## src/rtl/id_exe_stage_reg_pkg.sv

```systemverilog
// id_exe_stage_reg_pkg: shared pipeline field widths, control bundle and bubble values
package id_exe_stage_reg_pkg;

    localparam int EXE_CMD_W    = 4;
    localparam int STATUS_W     = 4;
    localparam int SHIFT_OP_W   = 12;
    localparam int IMM24_W      = 24;
    localparam int BUBBLE_CNT_W = 8;

    typedef struct packed {
        logic wb_en;
        logic mem_r_en;
        logic mem_w_en;
        logic b;
        logic s;
    } ctrl_t;

    localparam ctrl_t CTRL_BUBBLE = '0;

    // An invalid instruction must never reach EXE with side effects enabled.
    function automatic ctrl_t gate_ctrl(input logic valid, input ctrl_t ctrl);
        return valid ? ctrl : CTRL_BUBBLE;
    endfunction

endpackage

```

## src/rtl/id_exe_stage_reg_pipe_field_reg.sv

```systemverilog
// pipe_field_reg: field-group register with async reset, flush-to-bubble and freeze-hold
module pipe_field_reg
    import id_exe_stage_reg_pkg::*;
#(
    parameter int             W      = 1,
    parameter logic [W-1:0]   BUBBLE = '0
) (
    input  logic         clk,
    input  logic         rst,
    input  logic         flush,
    input  logic         freeze,
    input  logic [W-1:0] d_i,
    output logic [W-1:0] q_o
);

    logic [W-1:0] q_q, q_d;

    // Flush wins over freeze; freeze holds; otherwise load.
    always_comb q_d = flush ? BUBBLE : (freeze ? q_q : d_i);

    // Reset state is the bubble so EXE sees no side effects.
    always_ff @(posedge clk or posedge rst)
        if (rst) q_q <= BUBBLE;
        else     q_q <= q_d;

    assign q_o = q_q;

endmodule

```

## src/rtl/id_exe_stage_reg.sv

```systemverilog
// id_exe_stage_reg: ID/EXE pipeline register with flush, freeze and bubble counter
module id_exe_stage_reg
    import id_exe_stage_reg_pkg::*;
#(
    parameter int DATA_W  = 32,
    parameter int RADDR_W = 4
) (
    input  logic                    clk,
    input  logic                    rst,
    input  logic                    flush,
    input  logic                    freeze,
    input  logic                    valid_in,
    input  logic [DATA_W-1:0]       pc_in,
    input  logic [DATA_W-1:0]       reg1_in,
    input  logic [DATA_W-1:0]       reg2_in,
    input  logic [RADDR_W-1:0]      dest_in,
    input  logic [RADDR_W-1:0]      src1_in,
    input  logic [RADDR_W-1:0]      src2_in,
    input  logic [EXE_CMD_W-1:0]    exe_cmd_in,
    input  logic                    wb_en_in,
    input  logic                    mem_r_en_in,
    input  logic                    mem_w_en_in,
    input  logic                    b_in,
    input  logic                    s_in,
    input  logic                    imm_in,
    input  logic [SHIFT_OP_W-1:0]   shift_operand_in,
    input  logic [IMM24_W-1:0]      signed_imm24_in,
    input  logic [STATUS_W-1:0]     status_in,
    output logic                    valid_out,
    output logic [DATA_W-1:0]       pc_out,
    output logic [DATA_W-1:0]       reg1_out,
    output logic [DATA_W-1:0]       reg2_out,
    output logic [RADDR_W-1:0]      dest_out,
    output logic [RADDR_W-1:0]      src1_out,
    output logic [RADDR_W-1:0]      src2_out,
    output logic [EXE_CMD_W-1:0]    exe_cmd_out,
    output logic                    wb_en_out,
    output logic                    mem_r_en_out,
    output logic                    mem_w_en_out,
    output logic                    b_out,
    output logic                    s_out,
    output logic                    imm_out,
    output logic [SHIFT_OP_W-1:0]   shift_operand_out,
    output logic [IMM24_W-1:0]      signed_imm24_out,
    output logic [STATUS_W-1:0]     status_out,
    output logic [BUBBLE_CNT_W-1:0] bubble_cnt
);

    localparam int DW = 3 * DATA_W + 3 * RADDR_W + EXE_CMD_W + 1 + SHIFT_OP_W + IMM24_W + STATUS_W;

    ctrl_t ctrl_in, ctrl_gated, ctrl_q;
    logic [DW-1:0] data_in, data_q;
    logic bubble;
    logic [BUBBLE_CNT_W-1:0] cnt_q, cnt_d;

    assign ctrl_in    = '{wb_en: wb_en_in, mem_r_en: mem_r_en_in, mem_w_en: mem_w_en_in, b: b_in, s: s_in};
    assign ctrl_gated = gate_ctrl(valid_in, ctrl_in);
    assign data_in    = {pc_in, reg1_in, reg2_in, dest_in, src1_in, src2_in, exe_cmd_in,
                         imm_in, shift_operand_in, signed_imm24_in, status_in};

    pipe_field_reg #(.W(1)) u_valid (
        .clk(clk), .rst(rst), .flush(flush), .freeze(freeze), .d_i(valid_in), .q_o(valid_out)
    );

    pipe_field_reg #(.W($bits(ctrl_t)), .BUBBLE(CTRL_BUBBLE)) u_ctrl (
        .clk(clk), .rst(rst), .flush(flush), .freeze(freeze), .d_i(ctrl_gated), .q_o(ctrl_q)
    );

    pipe_field_reg #(.W(DW)) u_data (
        .clk(clk), .rst(rst), .flush(flush), .freeze(freeze), .d_i(data_in), .q_o(data_q)
    );

    assign {wb_en_out, mem_r_en_out, mem_w_en_out, b_out, s_out} = ctrl_q;
    assign {pc_out, reg1_out, reg2_out, dest_out, src1_out, src2_out, exe_cmd_out,
            imm_out, shift_operand_out, signed_imm24_out, status_out} = data_q;

    assign bubble = flush | (~freeze & ~valid_in);

    // Count inserted bubbles, saturating at all-ones.
    always_comb cnt_d = (bubble && cnt_q != '1) ? cnt_q + BUBBLE_CNT_W'(1) : cnt_q;

    // Bubble counter register, cleared by reset only.
    always_ff @(posedge clk or posedge rst)
        if (rst) cnt_q <= '0;
        else     cnt_q <= cnt_d;

    assign bubble_cnt = cnt_q;

endmodule

```

## config.mk

```make
export PLATFORM = sky130hd
export DESIGN_NAME = id_exe_stage_reg
export DESIGN_NICKNAME = d
export VERILOG_FILES = /design/src/rtl/id_exe_stage_reg_pkg.sv /design/src/rtl/id_exe_stage_reg_pipe_field_reg.sv /design/src/rtl/id_exe_stage_reg.sv
export SDC_FILE = /design/constraint.sdc
export NUM_CORES = 1
export LEC_CHECK = 0
export BUFFER_PORTS_ARGS = -buffer_cell sky130_fd_sc_hd__buf_2
export CELL_PAD_IN_SITES_DETAIL_PLACEMENT = 0
export CELL_PAD_IN_SITES_GLOBAL_PLACEMENT = 1
export CORE_ASPECT_RATIO = 1.25
export CORE_MARGIN = 3
export CORE_UTILIZATION = 25
export CTS_CLUSTER_DIAMETER = 80
export CTS_CLUSTER_SIZE = 20
export DETAILED_ROUTE_END_ITERATION = 10
export GPL_TIMING_DRIVEN = 0
export MAX_ROUTING_LAYER = met4
export PLACE_DENSITY = 0.69
export SLEW_MARGIN = 20
export SYNTH_ARGS = -nofsm -noshare
export SYNTH_HDL_FRONTEND = slang
export SYNTH_SLANG_ARGS = --single-unit
```

## constraint.sdc

```tcl
create_clock -name clk -period 5.1 [get_ports clk]
set_input_delay 0.51 -clock clk [delete_from_list [all_inputs] [get_ports clk]]
set_output_delay 0.51 -clock clk [all_outputs]
set_load 0.1 [all_outputs]
```

---- Yosys cells after proc, flatten, opt, wreduce, memory -nomap -nowiden ----
Index checks and enable logic that the tools add are counted.
storage, ports and cells
  register bits ........................... 167
  memory bits (read-only) ................. 0
  memories ................................ 0
  input port bits ......................... 163
  bits in latches ......................... 0
  RAM bits ................................ 0
  output and inout bits ................... 167
  word-level logic and storage cells ...... 19
cells by class
  magnitude comparators ................... 0
  bitwise logic cells ..................... 4
  divide/modulo/power cells ............... 0
  muxes and demuxes ....................... 7
  $mul .................................... 0
  equal/unequal tests ..................... 2
  shift-type cells ........................ 0
  reductions and logical operators ........ 1
  $add $sub $neg .......................... 1
operator list
  kind                                                            count
  153-bit two-way mux                                             2
  5-bit two-way mux                                               3
  8-bit by 1-bit adder with 8-bit output (second input constant)  1
  8-bit != test (second input constant)                           1
  1-bit two-way mux                                               2
  2-bit != test (second input constant)                           1
  1-bit NOT                                                       2
  1-bit bitwise AND                                               1
  1-bit logical AND                                               1
  1-bit bitwise OR                                                1

---- Logic depth before layout (Yosys ltp) ----
Gate-level depths: netlist (run 1).
  depth after elaboration ................. 4
  gate-level depth with buffers ........... 5
  depth with buffers taken out ............ 4

---- Cells and area by module ----
A second synthesis (run 1) with hierarchy kept.
second synthesis, totals
  cells, all modules ...................... 557
  area, all modules ....................... 6,857.8 um^2
modules (own cells, without submodules)
  module                    cells each  instances  area an instance (um^2)
  pipe_field_reg (u_data)   494         1          6,169.7
  id_exe_stage_reg          42          1          436.7
  pipe_field_reg (u_ctrl)   17          1          209.0
  pipe_field_reg (u_valid)  4           1          42.5

---- Least setup slack after synthesis (run 1) ----
Ideal clock, no wire load.
  kind .................................... reg2reg
  start point ............................. register cnt_q[0], in the netlist bubble_cnt[0]
  end point ............................... register cnt_q[1], in the netlist bubble_cnt[1]
  library setup time ...................... 128 ps
  buffers on the path ..................... 0
  required time ........................... 4,972 ps
  arrival time ............................ 2,016 ps
  setup slack ............................. 2,955 ps
  clock period less this slack ............ 2,145 ps
  cell stages (with the launch flop) ...... 5
  cell sequence ........................... dfrtp_1 > ha_1 > nand3_1 > o21ai_2 > mux2_1
on the way
  longest elaborated chain between the ends .. 2
  elaborated cells between the ends (all ways) .. 3
ends and longest elaborated chain
  what                                                                                            RTL line                RTL
  start, declared                                                                                 id_exe_stage_reg.sv:54  logic [BUBBLE_CNT_W-1:0] cnt_q, cnt_d;
  start signal, assigned                                                                          id_exe_stage_reg.sv:85  else cnt_q <= cnt_d;
  parallel branches: the longest is 2 deep, another holds 8-bit by 1-bit adder with 8-bit output  -
Parallel ways; which one is timed is not known.
A chain may end at the register's enable or synchronous reset.

---- Worst setup path in the final report (run 1) ----
  start point ............................. register cnt_q[2], in the netlist bubble_cnt[2]
  end point ............................... output port bubble_cnt[2]
RTL lines
  what           RTL line                RTL
  end, declared  id_exe_stage_reg.sv:46  output logic [BUBBLE_CNT_W-1:0] bubble_cnt
No word-level cell between the ends.

==> impl_metrics.py, run 1 <==
metrics = {
    "status": {
        "outcome": "finished clean",
    },
    "yosys": {
        "ys.warnings.count": 0,
        "synth_cell_type_count": 30,
        "synth_top_area_cell": "dfrtp_1",
        "synth.ff_latch_count": 167,
        "synthTopCellsByArea": "dfrtp_1 (61%), mux2i_1 (22%), nor2_1 (8.5%), buf_4 (1.9%), clkbuf_1 (0.77%)",
        "synth-seq-area-share": 0.611,
        "synth_cells": 557,
        "synth_nets": 721,
        "synth_area_sq_um": 6840,
        "synth_top_area_frac": 0.611,
        "syn_area_per_cell_sq_um": 12.3,
    },
    "clocking": {
        "cts_resized": 0,
        "cts_buffer_depth": 2,
        "cts_root_buffer": "clkbuf_16",
        "htreeDepth": 4,
        "clk_pin_slew_ns": 0.07,
        "numCtsBuffers": 17,
        "insertion_delay_ns": 0.42,
        "post_cts_buffers": 0,
        "clock-sinks": 167,
        "cts_hold_buf": 0,
        "cts_tree": "done",
    },
    "worst_setup_path": {
        "crit_path_end_kind": "primary output",
        "critPathTopFamily": "buffers and inverters",
        "path_max_fanout": 8,
        "path_class": "flip-flop to primary output",
        "timing.rr.start": "bubble_cnt[0]$_DFFE_PP0P_",
        "start_kind": "flip-flop",
        "r2r-end": "bubble_cnt[1]$_DFFE_PP0P_",
        "critPathBufInv": 1,
        "max_stage_delay_ns": 0.47,
        "crit_arrival_ns": 1.36,
        "reg2regPathDepth": 4,
        "rrSetupSlack_ns": 3.57,
        "critical_path_required_ns": 4.59,
        "cp_slowest_cell": "buf_2",
        "worstPathCellList": "buf_2",
    },
    "die": {
        "fp.dieW_um": 154,
        "start_util": 0.254,
        "num_rows": 67,
        "chipHeight_um": 191,
        "core_sq_um": 26900,
        "ioPinCount": 330,
        "dieArea_sq_um": 29400,
    },
    "timing": {
        "slew_viol_final": 0,
        "finalSetupViolCount": 0,
        "skew_ns": 0.000762,
        "max_freq_mhz": 535,
        "slew_headroom": 0.625,
        "worstMarginPinSlew_ns": 0.562,
        "hold_viol": 0,
        "min_period_ns": 1.87,
        "period_share": 0.366,
        "setup_tns_ns": 0,
        "grt_setup_unrepaired": "no",
    },
    "final_layout": {
        "nets": 1068,
        "fin_util": 0.354,
        "final_common_cell": "buf_2",
        "areaGrowthSynthToFinish_pct": 39.2,
        "regArea_sq_um": 4180,
        "multi_input_area_sq_um": 2430,
        "final_layout_size_suffix_gt1_frac": 0.422,
        "design_area_sq_um": 9520,
        "fillers": 2768,
        "most-common-layout-cells": "buf_2 (331), dfrtp_1 (167), nor2_1 (154)",
    },
    "power_and_ir_drop": {
        "p_leak_nw": 5.41,
        "fin_total_pwr_mw": 4.01,
        "p_per_area_nw_per_um2": 422,
        "irDropWorstVdd_mv": 0.209,
    },
    "grt": {
        "grt_pass1_vias": 5787,
        "antenna_found_initial": 3,
        "grt_usage": 0.143,
        "overflow": 0,
        "grt_pass1_wl_um": 32100,
        "grt_max_degree": 94,
    },
    "hold_path": {
        "hold_path_class": "input port to async pin",
    },
    "placed_design": {
        "port_buffers": 327,
        "gp_congestion": 0.761,
        "dpl_cell_area_sq_um": 8940,
        "dp_hpwl_um": 15300,
    },
    "drt": {
        "vias": 5387,
        "drt_iter0_markers": 233,
        "postRouteAntennaNets": 0,
        "vias_per_cell": 4.26,
        "first_pass_iters": 4,
        "totalWireLength_um": 20400,
        "wl_per_cell_um": 16.1,
        "drc": 0,
    },
    "job": {
        "cap_violations": 0,
    },
}
cells by family after synthesis:
kind of cell | after synthesis | share of synthesized area
adder cells (fa/ha/maj) | 1 | 0.00183
XOR/XNOR | 2 | 0.00256
AO/OA/AOI/OAI | 18 | 0.0188
flip-flops | 167 | 0.611
AND/OR/NAND/NOR | 175 | 0.105
buffers and inverters | 39 | 0.0337
multiplexers | 155 | 0.227
cell usage after synthesis:
cell type  count
a21oi_1        8
a31oi_1        2
a41oi_1        2
and2_1         1
and3_1         3
buf_2          4
buf_4         17
buf_6          2
clkbuf_1      14
dfrtp_1      167
ha_1           1
inv_1          2
mux2_1         1
mux2_2         1
mux2i_1      153
nand2_1        5
nand3_1        4
nand3b_1       5
nand4_1        1
nor2_1       154
nor2b_1        1
nor4b_4        1
o2111ai_1      1
o21a_1         1
o21ai_0        1
o21ai_2        1
o21ba_1        1
o21bai_4       1
xnor2_1        1
xor2_1         1
sequential cells by signal, indices dropped and copies added, names as in the netlist:
register	flops
u_data.q_o	153
bubble_cnt	8
u_ctrl.q_o	5
u_valid.q_o	1
power by group:
part / switching [mW] / internal (mW) / leakage, nW
Sequential: 0.0802 / 1.43 / 2.21
Clock: 0.550 / 0.717 / 0.287
Combinational: 0.998 / 0.241 / 2.91
per-layer routing:
layer | global-route usage | part of all wire
met1 | 0.167 | 0.41
met2 | 0.238 | 0.51
met3 | 0.0351 | 0.057
met4 | 0.0540 | 0.022
met5 | - | 0
how the worst max path moves through the flow:
| stage | cells after the start | endpoint | startpoint | slack, ns |
|---|---|---|---|---|
| after floorplan | 1 | bubble_cnt[0]$_DFFE_PP0P_ | rst | 0.07 |
| after global placement | 2 | u_data.q_o[37]$_DFFE_PP0P_ | rst | -2.27 |
| after detailed placement | 4 | u_data.q_o[3]$_DFFE_PP0P_ | flush | 3.38 |
| after CTS | 1 | bubble_cnt[2] | bubble_cnt[2]$_DFFE_PP0P_ | 3.18 |
| after global routing | 1 | bubble_cnt[2] | bubble_cnt[2]$_DFFE_PP0P_ | 3.15 |
| final | 1 | bubble_cnt[2] | bubble_cnt[2]$_DFFE_PP0P_ | 3.23 |
per-stage QoR:
stage                     hold slack (ns)  worst slack [ns]  instances
final                               0.125              3.23       1266
after global placement              0.498             -2.27       1229
after global routing                0.135              3.15       1265
after detailed placement            0.510              3.38       1230
after floorplan                     0.663            0.0716        557
after CTS                           0.152              3.18       1262
final cells by class:
cell class              instances  share of cell area
clock inverters                14              0.0142
multi-input cells             351               0.255
diodes                          4             0.00105
clock buffers                  18              0.0451
flip-flops and latches        167               0.439
well taps                     345              0.0454
inverters                       2             0.00158
plain buffers                  37              0.0234
repair buffers                328               0.175
Power figures use the tool's default switching activity.
==> run 2, diff against run 1 <==
--- a/config.mk
+++ b/config.mk
@@ -16,7 +16,7 @@
 export DETAILED_ROUTE_END_ITERATION = 10
 export GPL_TIMING_DRIVEN = 0
 export MAX_ROUTING_LAYER = met4
-export PLACE_DENSITY = 0.69
+export PLACE_DENSITY = 0.67
 export SLEW_MARGIN = 20
 export SYNTH_ARGS = -nofsm -noshare
 export SYNTH_HDL_FRONTEND = slang
==> constraint.sdc (replaced) <==
create_clock -name clk -period 1.73 [get_ports clk]
set_input_delay 0.173 -clock clk [delete_from_list [all_inputs] [get_ports clk]]
set_output_delay 0.173 -clock clk [all_outputs]
set_load 0.1 [all_outputs]
==> impl_metrics.py, run 2 (synthesis results as in run 1) <==
metrics = {
    "final_layout": {
        "final_layout_size_suffix_gt1_frac": 0.360,
        "nets": 1229,
        "largest_reg_flops": 153,
        "most-common-layout-cells": "buf_2 (331), dfrtp_1 (167), dlygate4sd3_1 (157)",
        "areaGrowthSynthToFinish_pct": 63.3,
        "multi_input_area_sq_um": 2430,
        "final_common_cell": "buf_2",
        "fillers": 2621,
        "regArea_sq_um": 4180,
        "n_antenna_cell": 0,
        "finalNonFillerCells": 1422,
    },
    "grt": {
        "overflow": 0,
        "grt_pass1_wl_um": 34900,
        "grt_pass1_vias": 6542,
        "grt_max_degree": 33,
        "antenna_found_initial": 0,
        "grt_usage": 0.154,
    },
    "clocking": {
        "htreeDepth": 4,
        "cts_root_buffer": "clkbuf_16",
        "cts_tree": "done",
        "clk_pin_slew_ns": 0.07,
        "numCtsBuffers": 17,
        "post_cts_buffers": 0,
        "insertion_delay_ns": 0.43,
        "clock-sinks": 167,
        "cts_buffer_depth": 2,
    },
    "timing": {
        "finalSetupViolCount": 0,
        "slew_headroom": 0.542,
        "skew_ns": 0.00733,
        "min_period_ns": 1.54,
        "worstMarginPinSlew_ns": 0.686,
        "grt_setup_unrepaired": "no",
        "max_freq_mhz": 647,
        "fin_ws_ns": 0.185,
        "period_share": 0.893,
        "hold_viol": 0,
        "slew_viol_final": 0,
    },
    "die": {
        "fp.dieW_um": 154,
        "start_util": 0.254,
        "dieArea_sq_um": 29400,
        "ioPinCount": 330,
        "core_sq_um": 26900,
        "num_rows": 67,
        "chipHeight_um": 191,
    },
    "worst_setup_path": {
        "start_kind": "flip-flop",
        "cp_slowest_cell": "buf_2",
        "crit_arrival_ns": 1.37,
        "crit_path_end_kind": "primary output",
        "path_class": "flip-flop to primary output",
        "path_max_fanout": 8,
        "worstPathCellList": "buf_2",
        "critPathTopFamily": "buffers and inverters",
        "max_stage_delay_ns": 0.47,
        "critPathBufInv": 1,
        "critical_path_required_ns": 1.56,
    },
    "drt": {
        "vias": 6097,
        "postRouteAntennaNets": 0,
        "totalWireLength_um": 22200,
        "first_pass_iters": 4,
        "drc": 0,
        "drt_iter0_markers": 196,
        "vias_per_cell": 4.29,
        "wl_per_cell_um": 15.6,
    },
    "job": {
        "cap_violations": 0,
    },
    "power_and_ir_drop": {
        "irDropWorstVdd_mv": 0.648,
        "swShare": 0.395,
        "p_per_area_nw_per_um2": 1100,
        "switching_power_mw": 4.85,
        "p_comb_frac": 0.322,
        "p_seq_frac": 0.362,
        "p_leak_nw": 6.09,
        "p_clk_frac": 0.315,
        "p_int_mw": 7.43,
    },
    "placed_design": {
        "port_buffers": 327,
        "dp.cells": 1234,
        "gp_congestion": 0.760,
        "pre_cts_ws_ns": 0.194,
        "dp_hpwl_um": 15400,
    },
    "status": {
        "outcome": "finished clean",
    },
    "hold_path": {
        "hold_path_class": "input port to flip-flop",
    },
}
==> run 2: changes by cell type in the layout (fill, tap and decap cells not counted), sizes merged <==
cell,previous run,this run
buf,351,355
clkbuf,32,38
clkinv,12,3
clkinvlp,0,3
diode,4,0
dlygate4sd3,0,157
inv,2,1
==> run 2: worst reg2reg max path, stage by stage (launching register included) <==
cell,delay (ns)
dfrtp_1,0.43
ha_1,0.26
nand3_1,0.18
o21ai_2,0.22
mux2_1,0.33
==> run 2: layer usage <==
metal | up-vias | wire length (um) | global-route usage | share of wire
met5 | - | 0 | - | 0
met4 | 0 | 637 | 0.0605 | 0.029
met3 | 39 | 1100 | 0.0383 | 0.050
met2 | 218 | 11700 | 0.268 | 0.53
met1 | 2958 | 8760 | 0.171 | 0.40
li1 | 2882 | - | - | -
==> run 2: final cells by class <==
type	instances	area share
well taps	345	0.0387
plain buffers	37	0.0199
clock inverters	7	0.00840
repair buffers	489	0.296
flip-flops and latches	167	0.374
clock buffers	24	0.0440
inverters	2	0.00101
multi-input cells	351	0.217
==> run 2: worst paths after layout <==
path                       slack (ns)  depth (start not counted)                     endpoint                       start
max                              0.19                          1                bubble_cnt[2]   bubble_cnt[2]$_DFFE_PP0P_
min reg2reg                      0.51                          2   u_data.q_o[44]$_DFFE_PP0P_  u_data.q_o[44]$_DFFE_PP0P_
max in group asynchronous        0.33                          6   u_data.q_o[47]$_DFFE_PP0P_                         rst
max reg2reg                      0.19                          4    bubble_cnt[1]$_DFFE_PP0P_   bubble_cnt[0]$_DFFE_PP0P_
min                              0.02                          3  u_data.q_o[140]$_DFFE_PP0P_                   pc_in[19]
min in group asynchronous        0.39                          3  u_data.q_o[129]$_DFFE_PP0P_                         rst
==> run 2: power by group through the flow <==
stage	Clock, mW	Sequential (mW)	Combinational, mW
after global placement	0	4.51	3.66
final	3.88	4.45	3.96
after CTS	4.01	4.45	3.99
after global routing	4.15	4.50	4.14
after detailed placement	0	4.52	3.70
after floorplan	0	6.68	0.734
==> run 2: what timing repair did <==
item	4_1_cts	5_1_grt
gates resized for setup	0	0
hold buffers	157	0
endpoints found under the hold margin	182	0
==> run 2: stage by stage <==
step                       util  setup TNS (ns)  area [sq um]  power, mW  hold slack [ns]
after detailed placement  0.335               0          9010       8.22            0.318
after floorplan               -          -96.33          6840       7.41            0.326
after CTS                 0.415               0         11200       12.4         0.000347
after global placement    0.331         -309.95          8910       8.17            0.411
final                     0.415               0         11200       12.3           0.0220
after global routing      0.415               0         11200       12.8          0.00275
